**src/rtl/mux_pkg.sv**
```systemverilog
// Shared constants and helpers for the N:1 registered multiplexer.
package mux_pkg;

  localparam logic MODE_FIXED = 1'b0;
  localparam logic MODE_RR    = 1'b1;

  // Bit offset of channel idx inside a flat N*W bus.
  function automatic int chan_lsb(input int idx, input int w);
    return idx * w;
  endfunction

endpackage

```
**src/rtl/rr_arbiter.sv**
```systemverilog
// Rotating-priority search: the first requester after ptr wins, wrapping mod N.
module rr_arbiter #(
  parameter int N     = 4,
  parameter int SEL_W = $clog2(N)
) (
  input  logic [N-1:0]     req,
  input  logic [SEL_W-1:0] ptr,
  output logic [SEL_W-1:0] gnt_idx,
  output logic             gnt_vld
);

  always_comb begin
    gnt_idx = '0;
    gnt_vld = 1'b0;
    // Walk from farthest to nearest so the closest requester overwrites last.
    for (int k = N; k >= 1; k--) begin
      if (req[(int'(ptr) + k) % N]) begin
        gnt_vld = 1'b1;
        gnt_idx = SEL_W'((int'(ptr) + k) % N);
      end
    end
  end

endmodule

```
**src/rtl/mux_nx1_rr.sv**
```systemverilog
// N:1 mux with fixed or round-robin channel choice and a one-entry registered output.
module mux_nx1_rr
  import mux_pkg::*;
#(
  parameter int N = 4,
  parameter int W = 8,
  localparam int SEL_W = $clog2(N)
) (
  input  logic             clk,
  input  logic             rst,
  input  logic [N*W-1:0]   in_data,
  input  logic [N-1:0]     in_valid,
  output logic [N-1:0]     in_ready,
  input  logic             mode,
  input  logic [SEL_W-1:0] sel,
  output logic [W-1:0]     out_data,
  output logic [SEL_W-1:0] out_chan,
  output logic             out_valid,
  input  logic             out_ready
);

  logic [SEL_W-1:0] rr_ptr;
  logic [SEL_W-1:0] rr_idx, grant;
  logic             rr_vld, fix_vld, grant_vld;
  logic             load_en;

  rr_arbiter #(.N(N), .SEL_W(SEL_W)) u_arb (
    .req     (in_valid),
    .ptr     (rr_ptr),
    .gnt_idx (rr_idx),
    .gnt_vld (rr_vld)
  );

  assign load_en = !out_valid || out_ready;
  assign fix_vld = (int'(sel) < N) ? in_valid[sel] : 1'b0;

  always_comb begin
    grant     = sel;
    grant_vld = fix_vld;
    if (mode == MODE_RR) begin
      grant     = rr_idx;
      grant_vld = rr_vld;
    end
  end

  always_comb begin
    in_ready = '0;
    for (int i = 0; i < N; i++)
      in_ready[i] = !rst && load_en && grant_vld && (int'(grant) == i);
  end

  always_ff @(posedge clk) begin
    if (rst) begin
      out_valid <= 1'b0;
      out_data  <= '0;
      out_chan  <= '0;
      rr_ptr    <= SEL_W'(N - 1);
    end else if (load_en) begin
      if (grant_vld) begin
        out_valid <= 1'b1;
        out_data  <= in_data[chan_lsb(int'(grant), W) +: W];
        out_chan  <= grant;
        // Only RR transfers move the pointer; fixed-mode traffic leaves it alone.
        if (mode == MODE_RR) rr_ptr <= grant;
      end else begin
        out_valid <= 1'b0;
      end
    end
  end

endmodule

```
**config.mk**
```make
export PLATFORM = sky130hd
export DESIGN_NAME = mux_nx1_rr
export DESIGN_NICKNAME = d
export VERILOG_FILES = /design/src/rtl/mux_pkg.sv /design/src/rtl/rr_arbiter.sv /design/src/rtl/mux_nx1_rr.sv
export SDC_FILE = /design/constraint.sdc
export NUM_CORES = 1
export LEC_CHECK = 0
export BUFFER_PORTS_ARGS = -buffer_cell sky130_fd_sc_hd__clkbuf_2
export CAP_MARGIN = 20
export CELL_PAD_IN_SITES_DETAIL_PLACEMENT = 0
export CELL_PAD_IN_SITES_GLOBAL_PLACEMENT = 1
export CORE_MARGIN = 4
export CORE_UTILIZATION = 25
export CTS_CLUSTER_SIZE = 8
export DETAILED_ROUTE_END_ITERATION = 7
export MAX_ROUTING_LAYER = met4
export PLACE_DENSITY = 0.64
export SETUP_SLACK_MARGIN = 0.4
export SLEW_MARGIN = 15
export SYNTH_ARGS = -nofsm -noshare
export SYNTH_HDL_FRONTEND = slang
export SYNTH_SLANG_ARGS = --single-unit
```
**constraint.sdc**
```tcl
create_clock -name clk -period 3.4 [get_ports clk]
set_input_delay 1.02 -clock clk [delete_from_list [all_inputs] [get_ports clk]]
set_output_delay 1.02 -clock clk [all_outputs]
set_load 0.01 [all_outputs]
```
==> results.md, run 1 <==
- Outcome: finished with violations
- Failing checks: negative setup slack
- Finished Layout Cells: between 200 and 250
- Worst-path clk slew: approximately 50 ps
- Final Max Slew Viols: 0
- CTS tree: yes
- Synth warn: 0
- Worst-skew pair later-pin latency: 240 ps
- Leakage: 0.686 nW
- Initial antenna violation count: 0
- H-tree levels: 1
- Total CTS buffers: 3
- Fin. Hold Viols: 0
- Max VDD drop: 0.113 mV
- Avg WL per Cell: roughly 15 microns
- Worst hold path depth: 2
- Vias per cell: between 4 and 5
- Clock root buffer: clkbuf_8
- Largest cells by area after synthesis: dfxtp_1 27%, a221oi_1 14%, and2_1 11%, o31ai_1 6.9%, nand2_1 3.9%
- R2r setup slk: 1430 ps
- Initial DRC count: 59
- Final WS setup: -13.7 ps
- Crit path time final: approximately 3400 ps
- Drt pass-1 iters: 4
- # clock sinks: 13
- Async set or reset register ratio after synthesis: 0%
- P&R area growth vs syn: 54.2%
- Synthesized-area fraction occupied by adder cells: 0%
- Clk_skew: 3.27 ps
- Starting Density: about a quarter
- Final HPWL DP: 2770 microns
- Core ar.: 3720 sq um
- R2R depth: 6
- Largest net degree at the start of global routing: 18
- Hold_ws: 456 ps
- Die Wd: between 70 and 80 microns
- Mapped Cells: around 110
- Most frequent cell after synthesis: and2_1
- Post-Syn Area: 975 sq um
- Detailed-route via count: 1,143
- Most frequent cells after synthesis: 17 x and2_1, 16 x a221oi_1, 13 x dfxtp_1
- Largest family of logic cells by synthesized area: compound AO/OA/AOI/OAI gates
- Worst hold path class: register to register
- RD Place Congestion: 0.794
- Post-synth top area cell: dfxtp_1
- Tcrit/Tclk final: 100%
- Top Usage Layer GRT: met2
- Worst slew pin tran: 420 ps
- WS Path Type: primary input to output port
- Required @ worst endpoint: 2380 ps
- Clock buffer depth: 2
- PortBufs: 56
- Fraction of layout cells with a size suffix above 1: 49.7%
- Mux contribution to synthesized area: 5.91%
- Post-Synth XOR/XNOR Area: 0%
- Count of final setup violators: 1
- Crit path max-delay cell type: or4_4
- Grt ovf: 0
- Crit path max fanout: 5
- Slew HR: 72.0%
- RSZ-0062 raised after global routing: yes
- Met3 Use GR: 1.29%
- Post-synth top area share: approximately a quarter
- Post-synthesis register bit count: 13
- Multi-input gate area: 712 sq um
- Crit. End Element: output port
- Final WL: 3390 microns
- FMAX: 0.293 GHz
- CP max stage delay: 520 ps
- Antenna Nets Post-Route: 0
- Fillers: around 400
- Post-synthesis sequential area ratio: 26.7%
- Post-synth net total: roughly 160
- Final #Nets: 224
- Row Count: 22
- Main flop type after synthesis: dfxtp_1
- PwrDens: 347 nW/um^2
- Tot GR Track Use: 14.5%
- First-pass GRT wire length: 5590 microns
- Sequential cell area: 260 sq um
- Post-placement cell count: around 220
- Netlist cell types: 36
- Synth Area in Simple Gates: 28.5%
- Met2 Track Usage GR: roughly 22%
- Arrival @ worst endpoint: about 2400 ps
- Setup TNS: -13.7 ps
- CP Cell Sequence: buf_8 > or4_4 > mux2_4 > and2_4 > nand2_8 > nor3b_2 > buf_2
- # IOs: 57
- Hold_buf cts: 0
- Syn avg cell area: 8.63 sq um
- DRC: 0
- Met1 Track Usage GR: about 19%
- EDFF count, synth: 0
- Startpoint type of the worst setup path: primary input
- Antenna Cells: 0
- # Max-Cap Violations: 0
- Vias in the first global route: 1,149
- Chip Height: ~70 microns
- Die ar.: approximately 5000 sq um
- Post-synthesis compound-gate area fraction: 34.1%
-- power breakdown --
group / switching [mW] / total (mW) / internal (mW)
Combinational: 0.102 / 0.203 / 0.101
Clock: 0.0532 / 0.136 / 0.0826
Sequential: 0.0118 / 0.183 / 0.171
-- registers in the layout, summed over array words and instances (netlist names) --
signal	flops
rr_ptr	2
out_valid	1
out_data	8
out_chan	2
-- cell type report --
| cell class | count | share of cell area (%) |
|---|---|---|
| inverters | 2 | 0.500 |
| multi-input cells | 91 | 47.4 |
| well taps | 48 | 4.00 |
| clock buffers | 4 | 3.00 |
| flip-flops and latches | 13 | 17.3 |
| repair buffers | 71 | 27.8 |
-- worst max-delay path: cells and delay by family --
family	cells	cell delay, ps
and+or+nand+nor	4	830
muxes	1	270
buffers and inverters	2	260
-- per-layer routing --
| layer | part of all wire, % | routed length (microns) | vias up |
|---|---|---|---|
| met5 | 0 | 0 | - |
| met4 | 1.2 | 42 | 0 |
| met3 | 3.2 | 109 | 4 |
| met2 | 50 | 1710 | 28 |
| met1 | 45 | 1530 | 536 |
| li1 | - | - | 575 |
-- worst paths after layout --
check                           start                       end
min          out_data[5]$_SDFFE_PP0P_  out_data[5]$_SDFFE_PP0P_
max reg2reg    rr_ptr[1]$_SDFFE_PP1P_  out_data[0]$_SDFFE_PP0P_
min reg2reg  out_data[5]$_SDFFE_PP0P_  out_data[5]$_SDFFE_PP0P_
max                       in_valid[3]               in_ready[3]
-- layout by cell type, fill, tap and decap left out, drive strengths merged --
| master | Yosys | routed |
|---|---|---|
| nor2 | 2 | 2 |
| nor3b | 2 | 2 |
| mux2i | 2 | 2 |
| o32a | 1 | 1 |
| a221oi | 16 | 16 |
| o21ai | 1 | 1 |
| or2 | 1 | 1 |
| a311oi | 1 | 1 |
| o221a | 1 | 1 |
| nor2b | 1 | 1 |
| nor3 | 2 | 2 |
| nand3 | 1 | 1 |
| dfxtp | 13 | 13 |
| a21oi | 3 | 3 |
| a31oi | 1 | 1 |
| o211ai | 1 | 1 |
| o21a | 1 | 1 |
| o221ai | 1 | 1 |
| o41ai | 1 | 1 |
| mux2 | 1 | 1 |
| o32ai | 1 | 1 |
| buf | 5 | 19 |
| o31ai | 9 | 9 |
| and3b | 2 | 2 |
| and2 | 18 | 18 |
| or4 | 1 | 1 |
| inv | 2 | 2 |
| mux4 | 1 | 1 |
| nand2b | 6 | 6 |
| clkbuf | 2 | 56 |
| nand2 | 12 | 12 |
| a21bo | 1 | 1 |
-- cell families after synthesis --
family	count (synthesis)
and+or+nand+nor	48
buffers and inverters	9
muxes	4
DFF	13
AOI/OAI and AO/OA	39
-- metrics by stage --
stage / utilization, % / total power [mW] / area, sq um / setup WS (ps)
after global routing: 40.4 / 0.556 / 1500 / -32.0
after detailed placement: 37.7 / 0.380 / 1400 / -44.0
final: 40.4 / 0.522 / 1500 / -13.7
after floorplan: - / 0.297 / 1000 / 139
after CTS: 39.6 / 0.521 / 1470 / -15.9
after global placement: 37.7 / 0.376 / 1400 / -19.8
-- timing repair --
item | CTS | global route
pin swaps | 4 | 3
hold endpoints to repair | 0 | 0
setup buffers | 1 | 1
endpoints found under the setup margin | 4 | 4
gates resized for setup | 2 | 10
Note: power is estimated with default switching activity, not from simulation.
==> run 2: changes to the inputs <==
- SYNTH_HIERARCHICAL: unset -> 1
==> run 2 against run 1 <==
  * The run now ends clean
  * Count of clock-buffer cells in the layout unchanged
  * Register-to-register slack worse by 220 ps
  * Flip-flop and latch count unchanged
  * Sequential share of layout area up 1.9 points
  * Critical endpoint is now in_ready[2]
  * Largest cell class unchanged
  * Highest routed layer unchanged
==> results.md, run 2 <==
- Core ar.: 3340 sq um (-10%)
- Worst slew pin tran: 408 ps (-12.2 ps)
- Async set or reset register ratio after synthesis: 0% (unchanged)
- # Max-Cap Violations: 0 (unchanged)
- Post-placement cell count: 175 (-22%)
- H-tree levels: 1 (unchanged)
- WS Path Type: primary input to output port
- Worst-path clk slew: 70 ps (+20 ps)
- Leakage: 0.661 nW (-3.6%)
- Initial antenna violation count: 0 (unchanged)
- Post-synthesis sequential area ratio: 30.2% (+3.5 points)
- DRC: 0 (unchanged)
- Vias per cell: 4.72 (-5.5%)
- Cell internal pwr: 323 uW (-9.0%)
- Placed Area: 1210 sq um (-14%)
- Hold path startpoint: out_data[4]$_SDFFE_PP0P_
- RD Place Congestion: 0.727 (-8.5%)
- CTS tree: yes
- Hold_buf cts: 0 (unchanged)
- Final Max Slew Viols: 0 (unchanged)
- Vias in the first global route: 882 (-23%)
- RSZ-0062 raised after global routing: yes
- Final WS setup: 201 ps (+215 ps)
- Starting Density: 25.8% (-0.39 points)
- Drt pass-1 iters: 4 (unchanged)
- Crit path max fanout: 5 (unchanged)
- Crit path launch: in_valid[3]
- Crit path time final: 3200 ps (-215 ps)
- Max VDD drop: 0.0862 mV (-24%)
- Detailed-route via count: 882 (-23%)
- Largest cells by area after synthesis: dfxtp_1 30%, mux4_2 21%, a22o_1 5.1%, a22o_2 3.5%, mux2i_1 3.5%
- Avg WL per Cell: 13.6 microns (-7.8%)
- Largest net degree at the start of global routing: 15 (-3)
- Met1 Wirelength: 1010 microns (-34%)
- CP max stage delay: 480 ps (-40 ps)
- P&R area growth vs syn: 56.7%
- Arrival @ worst endpoint: 2180 ps (-210 ps)
- Finished Cell Area: 1350 sq um (-10%)
- Clk_skew: 1.16 ps (-2.10 ps)
- Fin. Hold Viols: 0 (unchanged)
- Pre-CTS WS: 120 ps (+164 ps)
- Die ar.: 4450 sq um (-10%)
- Part of the power in the clock network: 20.1% (-5.9 points)
- Final #Nets: 184 (-18%)
- Largest regs: out_data (8), out_chan (2), rr_ptr (2)
- Initial DRC count: 26 (-56%)
- Post-synth top area cell: dfxtp_1
- Grt ovf: 0 (unchanged)
- Sw frac: 29.4% (-2.6 points)
- Row Count: 21 (-4.5%)
- Final HPWL DP: 2170 microns (-22%)
- Crit. End Element: output port
- Most frequent cells after synthesis: 13 x dfxtp_1, 8 x mux4_2, 5 x a22o_1
- Netlist cell types: 29 (-19%)
- Required @ worst endpoint: 2380 ps (about the same)
- DR WL met2: 1320 microns (-23%)
- Chip Height: 66.7 microns (-5.3%)
- Clock buffer depth: 2 (unchanged)
- Most frequent cell after synthesis: dfxtp_1
- Die Wd: 66.7 microns (-5.3%)
- PortBufs: 56 (unchanged)
- Setup TNS: 0 ps (+13.7 ps)
- FMAX: 0.313 GHz (+6.7%)
- Buf/Inv on CP: 2 (unchanged)
- Syn avg cell area: 12.0 sq um (+39%)
- Clock root buffer: clkbuf_4
- Combinational Power Share: 40.4% (+1.5 points)
- Post-Syn Area: 862 sq um (-12%)
- Total CTS buffers: 3 (unchanged)
- DR top layer: met4
- Total power: 457 uW (-12%)
- Antenna Cells: 0 (unchanged)
- Final WL: 2550 microns (-25%)
- Slew HR: 72.7% (+0.73 points)
- Psw: 134 uW (-19%)
- Post-synth top area share: 30.2% (+3.5 points)
- Max reg flops: 8 (unchanged)
- Startpoint type of the worst setup path: primary input
- Crit path max-delay cell type: mux4_2
- Fraction of layout cells with a size suffix above 1: 63.8% (+14 points)
- Tcrit/Tclk final: 94.1% (-6.3 points)
- Register bank with the most flops: out_data
- CP top delay family: multiplexers
- Metal3 WL: 199 microns (+83%)
- PwrDens: 338 nW/um^2 (-2.5%)
- # IOs: 57 (unchanged)
- Post-synthesis register bit count: 13 (unchanged)
- Seq pwr share: 39.5% (+4.4 points)
- Most frequent cells in the layout: 48 x clkbuf_2, 13 x dfxtp_1, 12 x buf_4
- Outcome: completed
- Commonest non-fill, non-tap cell in the layout: clkbuf_2
- Post-synth net total: 114 (-26%)
- Synth warn: 6 (+6)
- EDFF count, synth: 0 (unchanged)
- R2r startpoint: rr_ptr[1]$_SDFFE_PP1P_
- Count of final setup violators: 0 (-1)
- Tot GR Track Use: 11.9% (-2.6 points)
- Worst-skew pair later-pin latency: 270 ps (+30 ps)
- Antenna Nets Post-Route: 0 (unchanged)
- # clock sinks: 13 (unchanged)
- First-pass GRT wire length: 3940 microns (-30%)
- Mapped Cells: 72 (-36%)
- Main flop type after synthesis: dfxtp_1
- CP Cell Sequence: buf_8 > mux4_2 > nand3b_1 > a21oi_4 > and3b_1 > buf_2
- Worst hold path class: register to register
- Finished Layout Cells: 187 (-18%)
[run 2: cell types whose count changed after synthesis, moves of 3 or more]
cell	change
a221oi_1	-16
a22o_1	+5
a22o_2	+3
and2_1	-17
buf_2	-3
mux4_2	+7
nand2_1	-8
o31ai_1	-9
[run 2: cell families (layout without fill, tap and decap cells)]
logic type	after synthesis	count (layout)	synth area share [%]
AND/OR/NAND/NOR	22	22	16.7
AO/OA/AOI/OAI	19	19	18.6
multiplexers	13	13	30.0
flip-flops	13	13	30.2
buffers and inverters	5	74	4.50
[run 2: cell type report]
type | instances | area [sq um]
Clock buffer | 4 | 26.3
Timing Repair Buffer | 69 | 428
Sequential cell | 13 | 260
Fill cell | 374 | 1990
Inverter | 1 | 3.75
Tap cell | 46 | 57.6
Multi-Input combinational cell | 54 | 576
[run 2: worst register-to-register path, delay by kind of cell (launching register included)]
kind / cells / cell delay [ps]
compound gates: 2 / 350
buf+inv: 1 / 220
flops: 1 / 440
mux: 3 / 1070
[run 2: power groups by stage]
stage	Combinational (mW)	Sequential (mW)	Clock [mW]
2_1_floorplan	0.0969	0.190	0
3_3_place_gp	0.164	0.184	0
3_5_place_dp	0.167	0.185	0
4_1_cts	0.181	0.181	0.0995
5_1_grt	0.201	0.184	0.106
6_report	0.185	0.181	0.0918
[run 2: through the flow]
step           utilization (%)  hold WS, ps
3_5_place_dp              36.2          457
6_report                  40.5          482
5_1_grt                   40.5          510
2_1_floorplan                -          503
4_1_cts                   39.4          485
3_3_place_gp              36.2          459
[run 2: worst paths after layout]
| kind | endpoint | slack, ps | depth (start not counted) |
|---|---|---|---|
| max | in_ready[2] | 200 | 6 |
| min | out_data[4]$_SDFFE_PP0P_ | 480 | 1 |
| max reg2reg | out_data[5]$_SDFFE_PP0P_ | 1210 | 6 |
| min reg2reg | out_data[4]$_SDFFE_PP0P_ | 480 | 1 |
[run 2: repair_timing]
item | CTS | global route
gates resized for setup | 4 | 12
endpoints found under the hold margin | 0 | 0
buffers inserted | 6 | 2
pin swaps | 3 | 3
endpoints found under the setup margin | 4 | 4
[run 2: layer usage]
layer / GRT usage [%] / vias up
met3: 2.70 / 2
met4: 4.57 / 0
li1: - / 429
met1: 12.1 / 416
met2: 21.9 / 35
met5: - / -
==> run 3: changes to the inputs <==
- RECOVER_POWER: unset -> 25
==> run 3 against run 2 <==
  * Non-clock buffer count unchanged
  * Routed wire length up 0.47%
  * Via count is 0.23% lower
  * Critical endpoint unchanged
  * Worst hold slack is the same
  * Sequential share of layout area grew 0.13 points
  * Critical path type unchanged
  * Global-route usage unchanged
  * Largest power group unchanged
  * Combinational power about the same
  * Highest routed layer unchanged
  * Core utilization is 0.26 points lower
  * Die area did not move
==> results.md, run 3 (synthesis results as in run 2) <==
- Outcome: completed
- Initial DRC count: 26 (unchanged)
- Antenna Nets Post-Route: 0 (unchanged)
- Finished Cell Area: 1340 sq um (-0.65%)
- PortBufs: 56 (unchanged)
- DRC: 0 (unchanged)
- P&R area growth vs syn: 55.7%
- Final WL: 2560 microns (+0.47%)
- Required @ worst endpoint: 2380 ps (about the same)
- Tot GR Track Use: 11.9% (unchanged)
- Commonest non-fill, non-tap cell in the layout: clkbuf_2
- Hold_buf cts: 0 (unchanged)
- R2R depth: 6 (unchanged)
- Starting Density: 25.8% (unchanged)
- Worst-path clk slew: 70 ps (about the same)
- Startpoint type of the worst setup path: primary input
- Row Count: 21 (unchanged)
- RD Place Congestion: 0.727 (unchanged)
- Metal3 WL: 218 microns (+9.5%)
- Core ar.: 3340 sq um (unchanged)
- Worst r2r dst: out_data[5]$_SDFFE_PP0P_
- Detailed-route via count: 880 (-0.23%)
- Vias in the first global route: 882 (unchanged)
- Final #Nets: 184 (unchanged)
- Initial antenna violation count: 0 (unchanged)
- Clock root buffer: clkbuf_4
- Avg WL per Cell: 13.7 microns (+0.47%)
- Count of final setup violators: 0 (unchanged)
- Most frequent cells in the layout: 41 x clkbuf_2, 13 x dfxtp_1, 12 x buf_4
- Crit. End Element: output port
- Crit path time final: 3200 ps (unchanged)
- Die Wd: 66.7 microns (unchanged)
- Final HPWL DP: 2170 microns (unchanged)
- FMAX: 0.313 GHz (unchanged)
- RSZ-0062 raised after global routing: yes
- WS Path Type: primary input to output port
- Buf/Inv on CP: 2 (unchanged)
- Crit path max fanout: 5 (unchanged)
- CP top delay family: multiplexers
- Max reg flops: 8 (unchanged)
- Chip Height: 66.7 microns (unchanged)
- Clock buffer depth: 2 (unchanged)
- Setup TNS: 0 ps (unchanged)
- Register bank with the most flops: out_data
- # clock sinks: 13 (unchanged)
- Total CTS buffers: 3 (unchanged)
- Max VDD drop: 0.0861 mV (about the same)
- Vias per cell: 4.71 (-0.23%)
- DR top layer: met4
- Die ar.: 4450 sq um (unchanged)
- Fin. Hold Viols: 0 (unchanged)
- Slew HR: 72.7% (about the same)
- Crit path max-delay cell type: mux4_2
- Worst hold path depth: 1 (unchanged)
- Worst hold path class: register to register
- R2r setup slk: 1210 ps (about the same)
- Met1 Wirelength: 997 microns (-0.80%)
- PwrDens: 339 nW/um^2 (+0.16%)
- R2r startpoint: rr_ptr[1]$_SDFFE_PP1P_
- Worst-skew pair later-pin latency: 270 ps (about the same)
- Placed Area: 1210 sq um (unchanged)
- Tcrit/Tclk final: 94.1% (unchanged)
- Post-layout util: 40.2% (-0.26 points)
- CP Cell Sequence: buf_8 > mux4_2 > nand3b_1 > a21oi_4 > and3b_1 > buf_2
- Largest net degree at the start of global routing: 15 (unchanged)
- Final Max Slew Viols: 0 (unchanged)
- Grt ovf: 0 (unchanged)
- Hold path startpoint: out_data[4]$_SDFFE_PP0P_
- Leakage: 0.638 nW (-3.5%)
- Largest regs: out_data (8), out_chan (2), rr_ptr (2)
- Drt pass-1 iters: 4 (unchanged)
- Worst slew pin tran: 408 ps (+0.238 ps)
- DR WL met2: 1320 microns (about the same)
- Arrival @ worst endpoint: 2180 ps (about the same)
- Clk_skew: 1.16 ps (unchanged)
- # Max-Cap Violations: 0 (unchanged)
- # IOs: 57 (unchanged)
- End of the worst hold path: out_data[4]$_SDFFE_PP0P_
- First-pass GRT wire length: 3940 microns (unchanged)
- CP max stage delay: 480 ps (about the same)
- CTS tree: yes
- H-tree levels: 1 (unchanged)
- Antenna Cells: 0 (unchanged)
- Fraction of layout cells with a size suffix above 1: 58.9% (-5.0 points)
==> run 3: cell counts in the layout (fill, tap and decap cells not counted) <==
No cell type changed its count.
==> run 3: layer usage <==
metal / up-vias / GRT usage, %
met5: - / -
met4: 0 / 4.57
met3: 2 / 2.70
met2: 35 / 21.9
met1: 415 / 12.1
li1: 428 / -
==> run 3: worst register-to-register path, cell delays in order, from the launching register on <==
cell and delay, ps:
dfxtp_1 440, mux2i_1 250, o221ai_2 140, mux2i_4 260
buf_4 220, mux4_1 560, a22o_2 210
==> run 3: area by class of cell <==
| cell class | count | area [sq um] |
|---|---|---|
| Sequential cell | 13 | 260 |
| Timing Repair Buffer | 69 | 419 |
| Tap cell | 46 | 57.6 |
| Inverter | 1 | 3.75 |
| Clock buffer | 4 | 26.3 |
| Multi-Input combinational cell | 54 | 576 |
| Fill cell | 380 | 1990 |
==> run 3: how the worst max path moves through the flow <==
stage | from | cells past startpoint | to | slack [ps]
finish | in_valid[3] | 6 | in_ready[2] | 200
global route | sel[0] | 6 | in_ready[3] | 150
detailed placement | in_valid[2] | 7 | in_ready[1] | 120
floorplan | in_valid[2] | 6 | in_ready[1] | 310
CTS | in_valid[2] | 7 | in_ready[1] | 210
global placement | sel[0] | 6 | in_ready[0] | 150
==> run 3: where the power goes <==
group	leakage, nW	total (mW)	internal [mW]	switching (mW)
sequential	0.108	0.181	0.170	0.0109
clock	0.0150	0.0918	0.0454	0.0464
combinational	0.515	0.183	0.105	0.0773
==> run 3: repair_timing <==
item	in CTS	in global routing
endpoints found under the setup margin	4	4
setup buffers	6	2
gates resized for setup	4	12
pin swaps	3	3
endpoints found under the hold margin	0	0
==> run 3: per-stage QoR <==
step / power (mW) / hold WS, ps / std cells / worst slack (ps)
global placement: 0.348 / 459 / 175 / 150
global route: 0.489 / 508 / 187 / 147
finish: 0.455 / 482 / 187 / 201
CTS: 0.461 / 485 / 185 / 208
floorplan: 0.287 / 503 / 72 / 310
detailed placement: 0.352 / 457 / 175 / 120
